<file path="src/rtl/demux4_reg.sv">
// Registered 1-to-4 demultiplexer with per-lane valid/ack handshake and an accepted-word counter.
// Optional build macro DEMUX4_AUTO_SEL_EN: round-robin lane pointer replaces the sel input.
module demux4_reg #(
    parameter int WIDTH   = 1,
    parameter int COUNT_W = 8
) (
    input  logic               CLK,
    input  logic               RST,
    input  logic [WIDTH-1:0]   IN,
    input  logic               in_valid,
    output logic               in_ready,
    input  logic [1:0]         sel,
    output logic [WIDTH-1:0]   OUT_A,
    output logic [WIDTH-1:0]   OUT_B,
    output logic [WIDTH-1:0]   OUT_C,
    output logic [WIDTH-1:0]   OUT_D,
    output logic [3:0]         valid,
    input  logic [3:0]         ack,
    output logic [COUNT_W-1:0] count
);

    logic [WIDTH-1:0]   r_data [4];
    logic [3:0]         r_valid;
    logic [COUNT_W-1:0] r_count;
    logic [1:0]         w_tgt;
    logic               w_accept;
    logic [3:0]         w_load;

`ifdef DEMUX4_AUTO_SEL_EN
    logic [1:0] r_rr_ptr;
    logic       w_unused_sel;

    assign w_unused_sel = ^sel;

    // Pointer only moves on accept, so a full unacked lane stalls it rather than being skipped.
    always_ff @(posedge CLK) begin
        if (RST) begin
            r_rr_ptr <= 2'd0;
        end else if (w_accept) begin
            r_rr_ptr <= r_rr_ptr + 2'd1;
        end
    end

    assign w_tgt = r_rr_ptr;
`else
    assign w_tgt = sel;
`endif

    // An ack on the target lane frees it in the same cycle, allowing a reload without a bubble.
    assign in_ready = ~r_valid[w_tgt] | ack[w_tgt];
    assign w_accept = in_valid & in_ready;

    genvar gi;
    generate
        for (gi = 0; gi < 4; gi++) begin : g_lane
            assign w_load[gi] = w_accept && (w_tgt == 2'(gi));

            always_ff @(posedge CLK) begin
                if (RST) begin
                    r_data[gi]  <= '0;
                    r_valid[gi] <= 1'b0;
                end else if (w_load[gi]) begin
                    r_data[gi]  <= IN;
                    r_valid[gi] <= 1'b1;
                end else if (ack[gi]) begin
                    r_valid[gi] <= 1'b0;
                end
            end
        end
    endgenerate

    always_ff @(posedge CLK) begin
        if (RST) begin
            r_count <= '0;
        end else if (w_accept) begin
            r_count <= r_count + COUNT_W'(1);
        end
    end

    assign OUT_A = r_data[0];
    assign OUT_B = r_data[1];
    assign OUT_C = r_data[2];
    assign OUT_D = r_data[3];
    assign valid = r_valid;
    assign count = r_count;

endmodule

</file>
<file path="config.mk">
export PLATFORM = sky130hd
export DESIGN_NAME = demux4_reg
export DESIGN_NICKNAME = d
export VERILOG_FILES = /design/src/rtl/demux4_reg.sv
export SDC_FILE = /design/constraint.sdc
export NUM_CORES = 1
export LEC_CHECK = 0
export CORE_MARGIN = 3
export CORE_UTILIZATION = 49
export CTS_BUF_LIST = sky130_fd_sc_hd__clkbuf_2
export CTS_CLUSTER_SIZE = 14
export DETAILED_ROUTE_END_ITERATION = 8
export GPL_TIMING_DRIVEN = 0
export PLACE_DENSITY_LB_ADDON = 0.05
export SYNTH_ARGS = -nofsm -noshare
export SYNTH_HDL_FRONTEND = slang
export SYNTH_SLANG_ARGS = --single-unit
</file>
<file path="constraint.sdc">
create_clock -name CLK -period 3.4 [get_ports CLK]
set_input_delay 0.68 -clock CLK [delete_from_list [all_inputs] [get_ports CLK]]
set_output_delay 0.68 -clock CLK [all_outputs]
set_load 0.01 [all_outputs]
</file>
After elaboration in Yosys (flattened, before gate mapping):

Memory sizes are Yosys's and may differ from the RTL's.
Cells that the tools add are included.

* muxes and demuxes: 30
* bitwise logic cells: 7
* divide/modulo/power cells: 0
* $mul: 0
* shift operators: 0
* $lt $le $gt $ge: 1
* reduce and logical (&&, ||, !) cells: 9
* equal/unequal tests: 3
* $add $sub $neg: 1

Operators with widths (count)
* 1-bit two-way mux: 28
* 8-bit by 1-bit adder with 8-bit output (second input constant): 1
* 2-bit nonzero test: 4
* 1-bit bitwise OR: 5
* 1-bit binary-select mux with 2-bit select: 2
* 2-bit == test (second input constant): 2
* 1-bit logical AND: 4
* 2-bit by 3-bit less-than comparator with 1-bit output (second input constant): 1
* 2-bit by 1-bit == test with 1-bit output (second input constant): 1
* 2-bit zero test: 1
* 1-bit AND: 1
* 1-bit inverter: 1

* ROM bits: 0
* bits of input ports: 10
* memory bits (writable): 4
* logic and storage cells: 57
* memories: 1
* bits in registers: 12
* latch bits: 0

Memory list
* r_data: depth 4, width 1, rd ports 4, clocked after memory_dff 0, write ports 4, RTL line 22 `logic [WIDTH-1:0] r_data [4];`

Logic depth before layout (Yosys ltp):

* depth after elaboration: 10
* gate-level depth with buffers: 6
* gate-level depth less buffers: 5

Least setup slack after synthesis:

No wires, ideal clock.

* path kind: input port to output port
* from: input ack[1]
* to: output in_ready
* arrival: 1.485 ns
* slack: 1.235 ns
* cell stages on the path: 4
* path through: nor2b_1 mux4_2 buf_6 inv_1

* cells in the longest elaborated chain, start to end: 3

Ends and longest elaborated chain
* start, declared: RTL line 18 `input logic [3:0] ack,`
* 1-bit binary-select mux with 2-bit select: RTL line 50 `assign in_ready = ~r_valid[w_tgt] | ack[w_tgt];`
* 1-bit two-way mux (implied by the code): RTL line 50
* 1-bit bitwise OR: RTL line 50
* end, declared: RTL line 11 `output logic in_ready,`

No other way between the ends. The select of a mux whose other input is x is not followed.

Worst setup path in the final report:

* from: input ack[3]
* to: output in_ready

The elaborated chain is that of the path after synthesis.

==> flow_results.org <==
** Synthesis
- Number of flip-flops and latches in the synthesized netlist :: 16
- Synthesis produced a netlist with a net count of 91.
- Synthesis handed over a netlist of 80 instances.
- Synthesized area divided by synthesized cell count :: 9.587 sq um
- In the synthesized netlist the async set-or-reset flop fraction comes to 0.
- For this run, the number of Yosys warnings is 0.
- The mapped netlist covers 767.0 sq um.
- The synthesized design contains 4 enable-type register cells.
- For this run, the leading register cell type out of synthesis is dfxtp_1.
- Of the synthesized area, sequential elements account for 0.4698.
- Number of unique standard cell types used by synthesis :: 25

** Finish
- Relative to the synthesized area, the layout overhead comes to 38.83%.
- Ratio of cells with drive above 1 in the final layout :: 0.09091
- Post-layout nets :: 122
- The number of antenna diodes in the final layout is 0.
- The layout has 106 filler cells.
- Once layout is complete, the utilization of the core stands at 0.7701.

** STA
- After layout, the minimum clock period comes to 3274 ps.
- Final Skew :: 3.422 ps
- Max_slew headroom :: 0.6596
- Final hold analysis gives a worst-case slack of 499.4 ps.
- Dividing the final minimum period by the clock period gives 0.9631.
- Total negative slack for setup checks :: 0 ps
- The total count of hold-check failures in the final report is 0.
- The count of pins over their slew limit came to 0.
- Unrepaired setup endpoints after global routing :: false
- At the pin with the least slew margin, the transition time is 510.6 ps.
- Derived from the worst setup path, the maximum achievable clock frequency is 0.3054 GHz.
- Setup Viol. Count Final :: 0

** Setup path
- CP max-delay cell :: mux4_2
- At the worst endpoint, the arrival time is 2590 ps.
- Kind of start point of the critical path :: input port
- Sequence of cells on the critical path :: clkdlybuf4s50_1 > nor2b_4 > mux4_2 > buf_6 > inv_1 > clkdlybuf4s50_1
- In this design, the stage delay of the slowest critical-path cell is 540 ps.
- In this run the worst path has a maximum fanout of 10.
- Cell type group with the largest total delay on the critical path :: buffers and inverters
- Library cell appearing most often on the critical path :: clkdlybuf4s50_1
- Critical Path Sink Type :: output port
- Count of buffering cells on the critical path with inverters included :: 4
- CP required :: 2720 ps
- Setup slack of the most critical reg-to-reg path :: 1500 ps
- CP Class :: input port to output port

** Pwr
- VDD sags by at most 0.2249 mV.
- For this design the static power due to leakage is 0.3678 nW.
- Pwr Density :: 323.9 nW/um^2

** Floorplan
- The region available for standard cell placement spans 1383 sq um.
- Starting utilization of the core area :: 0.5548
- Die Wd :: 45.57 microns
- I/O pin count :: 27
- Die Footprint :: 2076 sq um
- Die Y :: 45.57 microns
- The floorplan has 13 rows.

** Run status
- Status :: completed

** Clock tree
- CTS saw 16 sinks.
- Clock-pin slew was measured on the worst setup and hold paths at 160 ps.
- Root buf cell :: clkbuf_2
- The clock reaches the later pin of the worst-skew pair after 290 ps.
- Buffer depth of the longest clock path :: 2
- Number of hold buffers added after CTS :: 0
- Maximum level of the CTS H-tree :: 1
- TritonCTS built the clock tree.
- Inserted Clock Buffers :: 3

** Global routing
- Entering global routing, the biggest net connects 11 pins.
- Global routing finished with a remaining overflow of 0.
- The initial antenna violation count came to 0.
- The first global-routing pass estimated 2967 microns of wire.
- Total routing usage reported by global routing :: 0.1977
- The via count of the first global-routing pass is 707.

** Min path
- Worst hold-check path type :: flip-flop to flip-flop

** Flow run
- Maximum Capacitance Violations :: 0

** Placed design
- Count of buffers inserted at the top-level ports :: 25
- Detailed placement ended at an HPWL of 1375 microns.
- Final weighted congestion of routability-driven global placement :: 0.8378

** Detailed routing
- The count of nets left with antenna violations once routing finished came out at 0.
- Using the TritonRoute via totals, the vias-per-cell ratio works out to 5.904.
- After detailed routing, the average wire length per cell comes to 14.68 microns.
- The final route contains 738 vias.
- 1st-pass router iterations :: 4
- The routed design has 1835 microns of wire.
- After the first detailed-routing iteration, the DRC count stood at 23.
- Number of remaining DRC errors :: 0
synth_stat cells, types with 2 or more instances:
cell type | n | area [sq um]
nand4_1 | 3 | 18.77
o21ai_0 | 5 | 25.02
a21oi_1 | 11 | 55.05
nor2_1 | 5 | 18.77
edfxtp_1 | 4 | 120.1
o21bai_1 | 4 | 30.03
nand2_1 | 3 | 11.26
or4_1 | 4 | 30.03
nand3_1 | 2 | 10.01
or3_1 | 2 | 12.51
nand2b_1 | 3 | 18.77
inv_1 | 2 | 7.510
o31ai_1 | 3 | 22.52
nor2b_1 | 3 | 18.77
dfxtp_1 | 12 | 240.2
clkbuf_1 | 2 | 7.510
or3_2 | 2 | 15.01
nand3b_1 | 3 | 22.52
worst paths after layout:
check | depth (start not counted) | from | to
max | 6 | ack[3] | in_ready
min | 2 | valid[2] | valid[2]
max reg2reg | 5 | valid[0] | count[7]
min reg2reg | 2 | valid[2] | valid[2]
placed cells by master (no fill, tap or decap), types with 4 or more instances in the layout:
cell             count
o21bai_1             4
dfxtp_1             12
edfxtp_1             4
o21ai_0              5
clkdlybuf4s50_1     24
nor2_1               5
a21oi_1             11
or4_1                4
routing by layer:
| layer | vias to the layer above | share of wire | GRT usage |
|---|---|---|---|
| met5 | - | 0 | 0 |
| met4 | 0 | 0.025 | 0.1287 |
| met3 | 7 | 0.052 | 0.04348 |
| met2 | 28 | 0.46 | 0.2758 |
| met1 | 345 | 0.46 | 0.2701 |
| li1 | 358 | - | - |
what timing repair did:
action	CTS	global route
gates resized for setup	0	1
endpoints found under the setup margin	0	1
buffers inserted	0	1
kinds of logic after synthesis:
logic type | count (synthesis) | share of synthesized area
adders and majority gates | 1 | 0.01631
DFF | 16 | 0.4698
buffers and inverters | 5 | 0.03426
and+or+nand+nor | 34 | 0.2773
muxes | 1 | 0.02936
AOI/OAI and AO/OA | 23 | 0.1729
metrics by stage:
stage / total power, mW / area [sq um] / std cells / setup slack [ps]
floorplan: 0.2312 / 767.0 / 80 / 1235
global placement: 0.2594 / 1036 / 120 / 80.72
detailed placement: 0.2609 / 1036 / 120 / 94.04
CTS: 0.3452 / 1055 / 124 / 78.57
global route: 0.3588 / 1065 / 125 / 47.29
finish: 0.3449 / 1065 / 125 / 125.6
worst register-to-register path, delay by kind of cell, from the launching register on:
kind            cells  cell delay [ps]
flops               1              360
simple gates        2              650
mux                 1              530
buf+inv             1              170
compound gates      1              150
area by class of cell:
class                   count  area [sq um]  area share
plain buffers               3         18.77     0.01763
clock buffers               3         15.01     0.01410
clock inverters             1         3.754    0.003525
inverters                   2         7.507    0.007051
multi-input cells          59         380.4      0.3572
flip-flops and latches     16         360.3      0.3384
well taps                  15         18.77     0.01763
repair buffers             26         260.3      0.2444
where the power goes:
part           internal [mW]  total [mW]  switching [mW]
Clock                 0.0256      0.0873          0.0617
Sequential             0.201       0.205         0.00410
Combinational         0.0291      0.0522          0.0231
Total                  0.256       0.345          0.0890
registers in the layout, indices dropped and copies added (netlist names):
| name | count |
|---|---|
| count | 8 |
| r_data | 4 |
| valid | 4 |
(Power assumes the default switching activity.)
